**src/rtl/sm_pkg.sv**
```systemverilog
// rtl/sm_pkg.sv - shared widths and state encoding for the sparse-map decode scheduler
package sm_pkg;

    localparam int SM_W   = 16;
    localparam int HAMW_W = 4;
    localparam int IDX_W  = 9;
    localparam int TMO_W  = 10;

    localparam logic [3:0] ST_IDLE  = 4'd0;
    localparam logic [3:0] ST_FETCH = 4'd1;
    localparam logic [3:0] ST_ISSUE = 4'd2;
    localparam logic [3:0] ST_ACK   = 4'd3;
    localparam logic [3:0] ST_RUN   = 4'd4;
    localparam logic [3:0] ST_ADV   = 4'd5;
    localparam logic [3:0] ST_DONE  = 4'd6;
    localparam logic [3:0] ST_ERR   = 4'd7;

    typedef enum logic [3:0] {
        S_IDLE  = ST_IDLE,
        S_FETCH = ST_FETCH,
        S_ISSUE = ST_ISSUE,
        S_ACK   = ST_ACK,
        S_RUN   = ST_RUN,
        S_ADV   = ST_ADV,
        S_DONE  = ST_DONE,
        S_ERR   = ST_ERR
    } state_t;

endpackage

```
**src/rtl/sm_seg_idx_counter.sv**
```systemverilog
// rtl/sm_seg_idx_counter.sv - segment row/col index counter with last-segment flag
module sm_seg_idx_counter
    import sm_pkg::*;
#(
    parameter int SEG_PER_ROW = 16,
    parameter int ROWS        = 240
) (
    input  logic             clk,
    input  logic             rst,
    input  logic             clr,
    input  logic             step,
    output logic [IDX_W-1:0] row,
    output logic [IDX_W-1:0] col,
    output logic             last
);

    localparam logic [IDX_W-1:0] COL_LAST = IDX_W'(SEG_PER_ROW - 1);
    localparam logic [IDX_W-1:0] ROW_LAST = IDX_W'(ROWS - 1);

    always_ff @(posedge clk) begin
        if (rst || clr) begin
            row <= '0;
            col <= '0;
        end else if (step) begin
            // Row keeps counting past the last row; the next frame clears it.
            if (col == COL_LAST) begin
                col <= '0;
                row <= row + 1'b1;
            end else begin
                col <= col + 1'b1;
            end
        end
    end

    assign last = (row == ROW_LAST) && (col == COL_LAST);

endmodule

```
**src/rtl/sm_decode_sched.sv**
```systemverilog
// rtl/sm_decode_sched.sv - frame scheduler feeding the SM decoder; optional SM_SKIP_EMPTY_EN
module sm_decode_sched
    import sm_pkg::*;
#(
    parameter int SEG_PER_ROW = 16,
    parameter int ROWS        = 240,
    parameter int TMO_CYC     = 1023
) (
    input  logic              clk,
    input  logic              rst,
    input  logic              frame_start,
    input  logic              frame_abort,
    output logic              frame_busy,
    output logic              frame_done,
    output logic              err_tmo,
    input  logic              desc_valid,
    output logic              desc_ready,
    input  logic [SM_W-1:0]   desc_sm,
    input  logic [HAMW_W-1:0] desc_hamw,
    output logic              dec_start,
    output logic [SM_W-1:0]   dec_sm,
    output logic [HAMW_W-1:0] dec_hamw,
    input  logic              dec_busy,
    output logic [IDX_W-1:0]  seg_row,
    output logic [IDX_W-1:0]  seg_col
);

    localparam logic [TMO_W-1:0] TMO_LIM = TMO_W'(TMO_CYC);

    state_t            state_q, state_d;
    logic [TMO_W-1:0]  tmo_q;
    logic              idx_clr, idx_step, idx_last;
    logic              latch, tmo_clr, tmo_inc, err_set;

    sm_seg_idx_counter #(
        .SEG_PER_ROW (SEG_PER_ROW),
        .ROWS        (ROWS)
    ) u_idx (
        .clk  (clk),
        .rst  (rst),
        .clr  (idx_clr),
        .step (idx_step),
        .row  (seg_row),
        .col  (seg_col),
        .last (idx_last)
    );

    always_ff @(posedge clk) begin
        if (rst) begin
            state_q  <= S_IDLE;
            tmo_q    <= '0;
            dec_sm   <= '0;
            dec_hamw <= '0;
            err_tmo  <= 1'b0;
        end else begin
            state_q <= state_d;
            if (tmo_clr)
                tmo_q <= '0;
            else if (tmo_inc && (tmo_q != '1))
                tmo_q <= tmo_q + 1'b1;
            if (latch) begin
                dec_sm   <= desc_sm;
                dec_hamw <= desc_hamw;
            end
            if (idx_clr)
                err_tmo <= 1'b0;
            else if (err_set)
                err_tmo <= 1'b1;
        end
    end

    always_comb begin
        state_d    = state_q;
        desc_ready = 1'b0;
        dec_start  = 1'b0;
        frame_done = 1'b0;
        idx_clr    = 1'b0;
        idx_step   = 1'b0;
        latch      = 1'b0;
        tmo_clr    = 1'b0;
        tmo_inc    = 1'b0;
        err_set    = 1'b0;
        case (state_q)
            S_IDLE: begin
                if (frame_start) begin
                    idx_clr = 1'b1;
                    state_d = S_FETCH;
                end
            end
            S_FETCH: begin
                desc_ready = 1'b1;
                if (desc_valid) begin
                    latch   = 1'b1;
                    state_d = S_ISSUE;
`ifdef SM_SKIP_EMPTY_EN
                    if (desc_sm == '0)
                        state_d = S_ADV;
`endif
                end
            end
            S_ISSUE: begin
                dec_start = 1'b1;
                tmo_clr   = 1'b1;
                state_d   = S_ACK;
            end
            S_ACK: begin
                tmo_inc = 1'b1;
                if (dec_busy) begin
                    state_d = S_RUN;
                end else if (tmo_q == TMO_LIM) begin
                    err_set = 1'b1;
                    state_d = S_ERR;
                end
            end
            S_RUN: begin
                tmo_inc = 1'b1;
                if (!dec_busy) begin
                    state_d = S_ADV;
                end else if (tmo_q == TMO_LIM) begin
                    err_set = 1'b1;
                    state_d = S_ERR;
                end
            end
            S_ADV: begin
                idx_step = 1'b1;
                state_d  = idx_last ? S_DONE : S_FETCH;
            end
            S_DONE: begin
                frame_done = 1'b1;
                state_d    = S_IDLE;
            end
            S_ERR: begin
                state_d = S_ERR;
            end
            default: begin
                state_d = S_IDLE;
            end
        endcase
        // Abort wins over everything: drop any same-cycle descriptor and never start the decoder.
        if (frame_abort && (state_q != S_IDLE)) begin
            state_d   = S_IDLE;
            dec_start = 1'b0;
            idx_step  = 1'b0;
            latch     = 1'b0;
            err_set   = 1'b0;
        end
    end

    assign frame_busy = (state_q != S_IDLE);

endmodule

```
**config.mk**
```make
export PLATFORM = sky130hd
export DESIGN_NAME = sm_decode_sched
export DESIGN_NICKNAME = d
export VERILOG_FILES = /design/src/rtl/sm_pkg.sv /design/src/rtl/sm_seg_idx_counter.sv /design/src/rtl/sm_decode_sched.sv
export SDC_FILE = /design/constraint.sdc
export NUM_CORES = 1
export LEC_CHECK = 0
export CORE_ASPECT_RATIO = 1.1
export CORE_MARGIN = 5
export CORE_UTILIZATION = 41
export CTS_CLUSTER_DIAMETER = 30
export CTS_CLUSTER_SIZE = 30
export DETAILED_ROUTE_END_ITERATION = 10
export GPL_TIMING_DRIVEN = 1
export PLACE_DENSITY = 0.72
export SLEW_MARGIN = 20
export SYNTH_ARGS = -nofsm -noshare
export SYNTH_HDL_FRONTEND = slang
export SYNTH_SLANG_ARGS = --single-unit
```
**constraint.sdc**
```tcl
create_clock -name clk -period 1.5 [get_ports clk]
set_input_delay 0.15 -clock clk [delete_from_list [all_inputs] [get_ports clk]]
set_output_delay 0.15 -clock clk [all_outputs]
set_load 0.03 [all_outputs]
```
==> run_results.csv, run 1 <==
group,metric,value,unit
worst_setup_path,worstPathArrival,1900,ps
placement,dp_slack,-220,ps
floorplanning,fp.dieArea,8000,um^2
global_route,grt_pass1_vias,2732,
placement,gp_congestion,0.817,
worst_setup_path,critPathLaunchType,"register",
placement,post-dp-hpwl,5.32,mm
timing,finalHoldViolations,0,
global_route,grt_max_degree,21,
cts,clock_latency,310,ps
logic_synthesis,synth_edf_count,0,
cts,cts_root_buffer,"clkbuf_8",
timing,maxSlewViolCount,0,
worst_setup_path,path_max_fanout,5,
global_route,antenna_found_initial,0,
detailed_routing,drc,0,
floorplanning,placementRows,30,
logic_synthesis,synth_fp_nets,310,
worst_setup_path,critical_path_required,1750,ps
pwr,p_int,1870,uW
logic_synthesis,netlist_area,2590,um^2
detailed_routing,via_count,2670,
finish,layout-drive-gt1-share,0.370,
min_path,min-delay-start,"desc_sm[7]",
min_path,whs_endpoint,"dec_sm[7]",
pwr,clkPwrFrac,0.334,
job,maxCapViolCount,0,
outcome,outcome,"finished with violations",
worst_setup_path,worstSetupPathType,"register to register",
floorplanning,core-area,6160,um^2
global_route,grt.total_usage,0.186,
worst_setup_path,path_cells,"ha_4 > and4b_2 > nand4b_4 > or4_1 > a21oi_1",
logic_synthesis,syn_area_per_cell,9.21,um^2
timing,fin_crit_sh,1.10,
pwr,p_leak,0.00209,uW
placement,portBuffers,68,
global_route,grt_pass1_wl,12.2,mm
pwr,swShare,0.242,
timing,finalSetupViolCount,46,
detailed_routing,drt_wl_total,7.91,mm
floorplanning,die_h,93.3,um
global_route,use_met3,0.0388,
min_path,whs_path_depth,3,
logic_synthesis,ys_warn_count,0,
global_route,use_met1,0.209,
global_route,overflow,0,
detailed_routing,avgRoutedWirePerCell,16.0,um
global_route,met2_usage,0.354,
finish,mostFrequentLayoutCells,"buf_4, dfxtp_1, nor2_1",
logic_synthesis,async_flop_share,0,
finish,final_common_cell,"buf_4",
worst_setup_path,critical-path-max-stage-delay,490,ps
timing,fin_skew,9.53,ps
timing,fin_ws,-145,ps
finish,antennaDiodeCount,0,
pwr,p_comb_frac,0.095,
detailed_routing,drt_pass1_iterations,4,
finish,fin_area,4350,um^2
cts,clkTransAtPathRegs,100,ps
timing,holdWs,441,ps
worst_setup_path,end_kind,"register",
cts,cts-buffers-inserted,5,
cts,h-tree-depth,2,
worst_setup_path,worstReg2RegStart,"u_idx.col[1]",
finish,fill_cells,485,
logic_synthesis,ys.flop_type,"dfxtp_1",
logic_synthesis,synth-seq-cells,53,
floorplanning,die-width,85.7,um
timing,rsz0062_at_grt,"yes",
worst_setup_path,slowest_stage,"or4_1",
finish,fin_nets,444,
detailed_routing,drt-initial-drc-count,90,
finish,syn2layout_area_growth,68.1,%
min_path,min_path_type,"primary input to register",
detailed_routing,final_antenna_net_count,0,
pwr,seq_power_share,0.571,
timing,fmax,608,MHz
pwr,power.density,568,nW/um^2
floorplanning,design.portCount,69,
worst_setup_path,rrSetupSlack,-140,ps
global_route,grt.busiest_layer,"met2",
logic_synthesis,synthDistinctLibCells,53,
placement,placed_area,3810,um^2
timing,fin_crit,1640,ps
floorplanning,start_util,0.420,
logic_synthesis,synth_seq_area_share,0.410,
cts,cts.sink_count,53,
detailed_routing,via_per_inst,5.38,
worst_setup_path,reg2reg_depth,5,
pwr,p_switching,598,uW
pwr,peakVddDrop,0.483,mV
logic_synthesis,syn_inst,281,
cts,cts_buffer_depth,2,
cts,cts_tree,"yes",
outcome,violations,"setup timing",
worst_setup_path,rr_endpoint,"u_idx.row[8]",
[stage by stage]
step | TNS [ps] | std cells | power (uW) | util
detailed placement | -6470 | 471 | 1650 | 0.619
finish | -2900 | 496 | 2470 | 0.707
global placement | -4620 | 471 | 1650 | 0.619
CTS | -2610 | 488 | 2470 | 0.658
floorplan | -3730 | 281 | 1520 | -
global route | -6480 | 496 | 2580 | 0.707
[cell usage after synthesis, types with 3 or more instances]
master,n,share of area
a21oi_1,18,0.035
and2_1,3,0.0073
and3_1,5,0.012
buf_2,10,0.019
clkbuf_1,6,0.0087
dfxtp_1,53,0.41
ha_1,3,0.015
inv_1,7,0.010
mux2i_1,22,0.085
nand2_1,9,0.013
nand3_1,8,0.015
nand4_1,5,0.012
nor2_1,34,0.049
nor3_1,4,0.0077
nor4_1,4,0.0097
nor4b_1,4,0.014
o21a_1,5,0.015
o21ai_0,6,0.012
o31ai_1,12,0.035
or3_1,4,0.0097
or4_1,10,0.029
xnor2_1,8,0.027
[layer usage]
layer | up-vias | share of wire
met4 | 0 | 0.013
met1 | 1292 | 0.40
met3 | 9 | 0.032
li1 | 1310 | -
met5 | - | 0
met2 | 59 | 0.55
[kinds of logic after synthesis]
family / count (synthesis) / synth area share
muxes: 23 / 0.0895
AOI/OAI and AO/OA: 59 / 0.152
xor gates and xnor gates: 9 / 0.0305
other: 1 / 0.00145
and+or+nand+nor: 109 / 0.261
DFF: 53 / 0.410
buffers and inverters: 24 / 0.0411
adders and majority gates: 3 / 0.0145
[power groups by stage]
stage                     Clock [uW]  Combinational (uW)  Sequential (uW)
after detailed placement           0                 202             1440
after global routing             917                 250             1410
after global placement             0                 201             1440
after CTS                        841                 214             1410
final                            825                 235             1410
after floorplan                    0                72.0             1450
[critical path: cells and delay by family (launching register included)]
family	cells	cell delay, ps
compound gates	1	150
flops	1	370
simple gates	3	950
fa+ha+maj	1	120
[registers in the layout (all words and copies together) (netlist names)]
signal and flops:
state_q 4, dec_hamw 4, dec_sm 16, u_idx.row 9, tmo_q 10, u_idx.col 9
err_tmo 1
[worst max path at each step]
stage | to | slack, ps | from | cells after the start
floorplan | dec_hamw[0] | -170 | state_q[1] | 6
global placement | u_idx.row[8] | -140 | frame_abort | 5
detailed placement | tmo_q[5] | -220 | state_q[0] | 5
CTS | tmo_q[5] | -150 | state_q[3] | 5
global route | u_idx.row[4] | -210 | state_q[1] | 5
finish | u_idx.row[8] | -140 | u_idx.col[1] | 5
[layout make-up]
cell class,instances,area (um^2),share of cell area
timing repair buffer,143,1330,0.306
clock inverter,2,13.8,0.00316
clock buffer,6,72.6,0.0167
sequential,53,1090,0.251
inverter,7,26.3,0.00604
multi-input combinational,205,1720,0.394
tap,80,100,0.0230
[timing repair]
action	CTS	global route
endpoints found under the setup margin	76	66
hold buffers	0	0
setup buffers	9	7
resized for setup	56	56
pin swaps	13	13
gates cloned	0	1
Note: power is estimated with default switching activity, not from simulation.
==> run 2: changes to the inputs <==
--- a/config.mk
+++ b/config.mk
@@ -6,7 +6,6 @@
 export NUM_CORES = 1
 export LEC_CHECK = 0
 export CORE_ASPECT_RATIO = 1.1
-export CORE_MARGIN = 5
 export CORE_UTILIZATION = 41
 export CTS_CLUSTER_DIAMETER = 30
 export CTS_CLUSTER_SIZE = 30
==> run_results.csv, run 2 (synthesis results as in run 1) <==
group,metric,value,unit
worst_setup_path,worstSetupPathType,"register to register",
finish,final_common_cell,"buf_4",
global_route,grt.total_usage,0.221,
pwr,power,2600,uW
pwr,p_switching,620,uW
global_route,grt_max_degree,21,
timing,fin_ws,-209,ps
timing,fmax,585,MHz
timing,fin_crit_sh,1.14,
floorplanning,core-area,6120,um^2
worst_setup_path,critPathLaunchType,"register",
detailed_routing,avgRoutedWirePerCell,16.8,um
placement,post-dp-hpwl,4.98,mm
floorplanning,fp.dieArea,6630,um^2
worst_setup_path,critical_path_required,1710,ps
global_route,antenna_found_initial,0,
detailed_routing,final_antenna_net_count,0,
timing,fin_crit,1710,ps
job,maxCapViolCount,0,
floorplanning,die_h,85.3,um
finish,top_register,"dec_sm",
worst_setup_path,end_kind,"register",
timing,setup_tns,-5330,ps
cts,clkTransAtPathRegs,100,ps
timing,fin_skew,10.0,ps
cts,h-tree-depth,2,
placement,dp_slack,-236,ps
pwr,p_comb_frac,0.098,
pwr,power.density,573,nW/um^2
worst_setup_path,path_max_fanout,10,
timing,finalSetupViolCount,44,
timing,finalHoldViolations,0,
global_route,overflow,0,
detailed_routing,via_count,2737,
cts,cts_root_buffer,"clkbuf_8",
timing,rsz0062_at_grt,"yes",
cts,cts_buffer_depth,2,
global_route,grt_pass1_wl,11.9,mm
timing,maxSlewViolCount,0,
pwr,p_int,1980,uW
finish,fin_area,4540,um^2
finish,fin_nets,448,
finish,layout-drive-gt1-share,0.395,
cts,cts-buffers-inserted,5,
finish,final_core_util,0.741,
floorplanning,placementRows,30,
worst_setup_path,worstPathArrival,1920,ps
pwr,seq_power_share,0.542,
finish,antennaDiodeCount,0,
cts,cts_tree,"yes",
detailed_routing,drt_pass1_iterations,4,
floorplanning,design.portCount,69,
detailed_routing,drt_wl_total,8.38,mm
finish,mostFrequentLayoutCells,"buf_4, dfxtp_1, nor2_1",
pwr,swShare,0.239,
placement,portBuffers,68,
detailed_routing,drt-initial-drc-count,89,
finish,syn2layout_area_growth,75.3,%
floorplanning,start_util,0.423,
cts,cts_hold_buf,0,
cts,cts.sink_count,53,
placement,placed_area,3800,um^2
pwr,p_leak,0.00221,uW
pwr,clkPwrFrac,0.360,
pwr,peakVddDrop,0.423,mV
placement,gp_congestion,0.842,
outcome,outcome,"finished with violations",
detailed_routing,via_per_inst,5.47,
finish,reg_top3,"dec_sm (16), tmo_q (10)",
floorplanning,die-width,77.7,um
detailed_routing,drc,0,
cts,clock_latency,310,ps
global_route,grt_pass1_vias,2592,
finish,largest_reg_flops,16,
min_path,min_path_type,"primary input to register",
outcome,violations,"setup timing",
run 2: changes by cell type in the layout (fill, tap and decap cells not counted), sizes merged:
cell,change
dlygate4sd2,-1
clkbuf,+2
clkdlybuf4s50,-2
inv,-1
buf,+3
dlymetal6s2s,+3
run 2: final cells by class:
cell class / instances / area (um^2)
clock inverters: 1 / 8.76
repair buffers: 147 / 1390
clock buffers: 7 / 97.6
inverters: 7 / 28.8
well taps: 80 / 100
flip-flops and latches: 53 / 1090
fillers: 425 / 1580
multi-input cells: 205 / 1820
run 2: per-stage QoR:
stage	instances	hold WS [ps]
final	500	435
after global routing	500	452
after CTS	491	431
after detailed placement	469	479
after global placement	469	472
after floorplan	281	294
run 2: worst paths after layout:
kind                    start          end  slack, ps  cells past startpoint
setup / recovery   state_q[0]  dec_hamw[0]       -210                      8
hold / removal    desc_sm[10]   dec_sm[10]        430                      3
setup reg to reg   state_q[0]  dec_hamw[0]       -210                      8
hold reg to reg       err_tmo      err_tmo        500                      1
run 2: routing by layer:
metal,vias to the layer above,share of wire,global-route usage
met4,0,0.016,0.0652
met2,64,0.55,0.407
met3,14,0.032,0.0366
met1,1330,0.41,0.259
li1,1329,-,-
met5,-,0,0
run 2: power by group through the flow:
stage / clock network, uW / logic (uW) / registers, uW
detailed placement: 0 / 211 / 1440
CTS: 946 / 221 / 1410
global placement: 0 / 209 / 1440
global route: 1000 / 268 / 1410
floorplan: 0 / 72.0 / 1450
finish: 934 / 255 / 1410
run 2: worst max-delay path, cell delays in order (launching register included):
cell and delay (ps):
dfxtp_4 380, buf_12 130, nor4_4 240, buf_4 160, o211ai_1 130, buf_4 190, buf_12 140, mux2i_1 180
nor2_1 50
run 2: timing repair:
action	CTS	global route
gates resized for setup	58	76
gates cloned	1	1
buffers inserted	13	8
hold endpoints to repair	0	0
pin swaps	9	17
endpoints found under the setup margin	75	73
==> run 3: changes to the inputs <==
--- a/config.mk
+++ b/config.mk
@@ -5,7 +5,7 @@
 export SDC_FILE = /design/constraint.sdc
 export NUM_CORES = 1
 export LEC_CHECK = 0
-export CORE_ASPECT_RATIO = 1.1
+export CORE_ASPECT_RATIO = 0.6
 export CORE_UTILIZATION = 41
 export CTS_CLUSTER_DIAMETER = 30
 export CTS_CLUSTER_SIZE = 30
@@ -16,3 +16,4 @@
 export SYNTH_ARGS = -nofsm -noshare
 export SYNTH_HDL_FRONTEND = slang
 export SYNTH_SLANG_ARGS = --single-unit
+export TNS_END_PERCENT = 20
==> run_results.csv, run 3 (synthesis results as in run 1) <==
group,metric,value,unit
cts,h-tree-depth,2,
cts,clkTransAtPathRegs,110,ps
pwr,p_int,1880,uW
finish,antennaDiodeCount,0,
cts,cts_hold_buf,0,
worst_setup_path,slowest_stage,"dfxtp_4",
worst_setup_path,critPathLaunchType,"register",
worst_setup_path,worstSetupPathType,"register to register",
detailed_routing,drt-initial-drc-count,136,
outcome,outcome,"finished with violations",
pwr,power.density,580,nW/um^2
timing,fmax,576,MHz
pwr,p_switching,666,uW
detailed_routing,drt_pass1_iterations,4,
pwr,peakVddDrop,0.495,mV
finish,mostFrequentLayoutCells,"buf_4, dfxtp_1, dlygate4sd2_1",
detailed_routing,via_per_inst,5.53,
global_route,grt.total_usage,0.253,
worst_setup_path,worstPathArrival,1950,ps
worst_setup_path,critical-path-max-stage-delay,380,ps
floorplanning,core-area,5830,um^2
worst_setup_path,end_kind,"register",
job,maxCapViolCount,0,
finish,layout-drive-gt1-share,0.375,
pwr,seq_power_share,0.555,
global_route,grt_pass1_vias,2670,
floorplanning,die_h,63.5,um
cts,cts-buffers-inserted,5,
finish,syn2layout_area_growth,69.8,%
floorplanning,placementRows,21,
timing,rsz0062_at_grt,"yes",
floorplanning,die-width,105,um
detailed_routing,avgRoutedWirePerCell,17.0,um
finish,fin_nets,455,
finish,reg_top3,"dec_sm (16), tmo_q (10)",
cts,clock_latency,320,ps
placement,dp_slack,-266,ps
floorplanning,design.portCount,69,
global_route,overflow,0,
timing,finalSetupViolCount,53,
worst_setup_path,critPathMostFrequentCell,"buf_4",
pwr,clkPwrFrac,0.355,
timing,fin_ws,-236,ps
outcome,violations,"setup timing",
timing,fin_crit_sh,1.16,
worst_setup_path,critical_path_required,1720,ps
pwr,p_leak,0.00201,uW
cts,cts_root_buffer,"clkbuf_8",
finish,largest_reg_flops,16,
placement,portBuffers,68,
pwr,power,2550,uW
finish,top_register,"dec_sm",
timing,fin_skew,10.8,ps
placement,post-dp-hpwl,5.50,mm
finish,final_common_cell,"buf_4",
timing,fin_crit,1740,ps
worst_setup_path,path_max_fanout,6,
cts,cts_tree,"yes",
detailed_routing,drt_wl_total,8.61,mm
global_route,antenna_found_initial,0,
detailed_routing,final_antenna_net_count,0,
worst_setup_path,rrSetupSlack,-240,ps
timing,maxSlewViolCount,0,
pwr,p_comb_frac,0.090,
min_path,min_path_type,"primary input to register",
detailed_routing,drc,0,
timing,finalHoldViolations,0,
global_route,grt_max_degree,21,
worst_setup_path,path_cells,"buf_4 > nand4bb_4 > nand4b_4 > buf_4 > o31ai_1 > a21oi_2",
detailed_routing,via_count,2802,
placement,gp_congestion,0.856,
global_route,grt_pass1_wl,13.3,mm
floorplanning,fp.dieArea,6640,um^2
cts,cts.sink_count,53,
floorplanning,start_util,0.444,
cts,cts_buffer_depth,2,
pwr,swShare,0.261,
==> run 3: critical path, delay by kind of cell, from the launching register on <==
kind | cells | cell delay, ps
AOI/OAI and AO/OA | 2 | 460
buffers and inverters | 2 | 320
DFF | 1 | 380
and+or+nand+nor | 2 | 490
==> run 3: what timing repair did <==
action,in CTS,in global routing
gates cloned,1,2
setup buffers,13,4
pin swaps,24,11
resized for setup,91,40
setup endpoints to repair,90,59
==> run 3: layout make-up <==
type,count,area (um^2)
Multi-Input combinational cell,205,1740
Timing Repair Buffer,154,1350
Clock buffer,5,68.8
Tap cell,80,100
Clock inverter,3,28.8
Fill cell,412,1440
Sequential cell,53,1070
Inverter,7,28.8
==> run 3: path summary, 6_finish.rpt <==
path / from / end / cells past startpoint
setup / recovery: state_q[3] / u_idx.row[7] / 6
hold / removal: desc_sm[5] / dec_sm[5] / 3
setup reg to reg: state_q[3] / u_idx.row[7] / 6
hold reg to reg: err_tmo / err_tmo / 1
==> run 3: power groups by stage <==
stage          clock network (uW)  logic (uW)  registers [uW]
4_1_cts                       915         212            1410
2_1_floorplan                   0        70.0            1450
5_1_grt                       986         244            1410
6_report                      904         230            1410
3_3_place_gp                    0         195            1450
3_5_place_dp                    0         199            1450
==> run 3: routing by layer <==
metal	vias up	track usage	routed length, um
met5	-	0	0
met4	0	0.0429	38
met3	6	0.0849	820
met2	110	0.382	3800
met1	1353	0.352	3960
li1	1333	-	-
==> run 3: stage by stage <==
| step | area (um^2) | util | instances | hold slack (ps) | setup TNS (ps) |
|---|---|---|---|---|---|
| global route | 4390 | 0.753 | 507 | 432 | -9040 |
| detailed placement | 3810 | 0.653 | 479 | 465 | -6290 |
| floorplan | 2630 | - | 281 | 294 | -7590 |
| finish | 4390 | 0.753 | 507 | 431 | -5960 |
| CTS | 4160 | 0.714 | 501 | 420 | -2850 |
| global placement | 3810 | 0.653 | 479 | 467 | -4640 |
==> RTL change (flow settings as in run 2) <==
Make the reset (`rst`) asynchronous in one clocked block.
--- a/src/rtl/sm_decode_sched.sv
+++ b/src/rtl/sm_decode_sched.sv
@@ -45,7 +45,7 @@
         .last (idx_last)
     );
 
-    always_ff @(posedge clk) begin
+    always_ff @(posedge clk or posedge rst) begin
         if (rst) begin
             state_q  <= S_IDLE;
             tmo_q    <= '0;
Check against the original RTL: differs if rst is asserted again (counterexample within 4 cycles, from zero or initial values and one cycle with rst high); with rst held inactive, the same outputs for 10 cycles.
==> RTL change against run 2 <==
  * The flow still finishes with violations (setup timing)
  * Hold slack got worse by 0.036 ns
  * Routed wire length shrank 10%
  * Critical path type is now flop to output port
  * Synthesized cell count is 10% lower
  * Setup slack worse by 0.065 ns
  * Sequential cell count unchanged
  * Synthesized area increased by 0.68%
  * Final area decreased by 1.4%
  * Via count fell by 11%
Power is not compared: it rests on default switching activity, and its combinational part moved more than twofold at a synthesized area within 25%.
==> RTL change: results (changes against run 2) <==
* Post-Route WL at 7.52 mm (-10%)
* DR WL met3 at 344 um (+27%)
* Largest net degree at the start of global routing at 36 (+71%)
* Met2 Use GR at 34.9% (-5.8 points)
* Nets at 428 (-4.5%)
* Total power at approximately 3.4 mW
* Critical path destination: desc_ready
* Place WS at -0.212 ns (+0.0238 ns)
* Hold Crit Class: input port to async pin
* Vias in the first global route at 2324 (-10%)
* Buffers, non-clock at 150 (+2.0%)
* Status: finished, violations left
* Setup TNS at -10.67 ns (-5.34 ns)
* Placed Area at 3860 um^2 (+1.6%)
* Fin Hold WS at 0.399 ns (-0.0356 ns)
* Post-synth design cell area at 2600 um^2 (+0.68%)
* GR met3 Demand/Resource at 4.26% (+0.60 points)
* CP Max Fanout at 4 (-6)
* Syn nets at 281 (-9.4%)
* Layout area overhead at 71.8%
* HPWL after DPL at 4.49 mm (-9.9%)
* Post-synth top cells: dfrtp_1 (35), nor2_1 (33), mux2_4 (20)
* WP data arrival at 1.62 ns (-0.30 ns)
* Reg-to-reg endpoint: dec_hamw[0]$_DFFE_PP0P_
* Sequential share of cell area at 28.1% (+4.1 points)
* Highest metal used: met4
* Final setup viols at 56 (+27%)
* Reg clk slew, reported paths at 0.10 ns (about the same)
* Layout cells sized above 1 at 44.5% (+5.0 points)
* Synth cell types at 46 (-13%)
* Clock skew at 0.00227 ns (-0.00778 ns)
* Critical Path Slowest Stage Cell: or4b_4
* Area taken by multi-input logic gates at 1580 um^2 (-13%)
* PnR worst setup slack at -0.274 ns (-0.0647 ns)
* Delay-heaviest family, CP: simple AND/OR/NAND/NOR gates
* Post-Layout Cell Count at 480 (-4.0%)
* All-Layer GR Usage at 20.0% (-2.0 points)
* Syn_area_per_cell at 10.3 um^2 (+12%)
* Final non-clock buffer share at 31.3% (+0.67 points)
* DR vias at 2443 (-11%)
* Final clock-cell share at 2.10% (-0.25 points)
* Register area share after synthesis at 47.5% (+6.4 points)
* Cell depth of the worst flop-to-flop path at 5 (-3)
* Failing checks: setup timing
* Reg-to-reg slack, setup at -0.27 ns (-0.06 ns)
* Reg2reg start: state_q[1]$_DFFE_PP0P_
* Resized Gates After CTS at 73 (+26%)
* Placer congestion estimate at 0.885 (+5.0%)
* Post-CTS setup buffer count at 5 (-8)
* Met1 Usage GRT at 23.3% (-2.7 points)
* #MultiIn Comb at 182 (-11%)
* Metal-1 WL at 3.17 mm (-6.9%)
* Synth top area cells: dfrtp_1 (34%), dfxtp_1 (14%), mux2_4 (12%)
* Placed cell count at 444 (-5.3%)
* Drt first-iter violations at 98 (+10%)
* Post-synth ARST share at 66.0% (+66 points)
* First-pass GRT wire length at 10.6 mm (-11%)
* Metal2 WL at 3.83 mm (-16%)
==> RTL change: cell types whose count changed in the layout (fill, tap and decap cells not counted), moves of 8 or more <==
cell,before,now
xor2_1,1,16
nor2_1,32,24
dlymetal6s2s_1,17,3
dlygate4sd2_1,22,36
dfrtp_1,0,35
mux2i_1,21,1
dfxtp_1,39,8
mux2_4,0,20
o31ai_1,8,0
==> RTL change: cells by family after synthesis <==
group                    count (synthesis)  share of synthesized area (%)
other                                    1                          0.144
adder cells (fa/ha/maj)                  3                           1.44
AND/OR/NAND/NOR                        111                           22.8
flip-flops                              53                           47.5
buffers and inverters                   17                           3.22
XOR/XNOR                                22                           7.40
AO/OA/AOI/OAI                           24                           5.62
multiplexers                            21                           11.9
==> RTL change: report_power, final <==
group          total [mW]  switching, mW  internal, mW
Clock               0.856          0.514         0.342
Combinational       0.939          0.485         0.454
Sequential           1.62         0.0760          1.55
Total                3.42           1.08          2.34
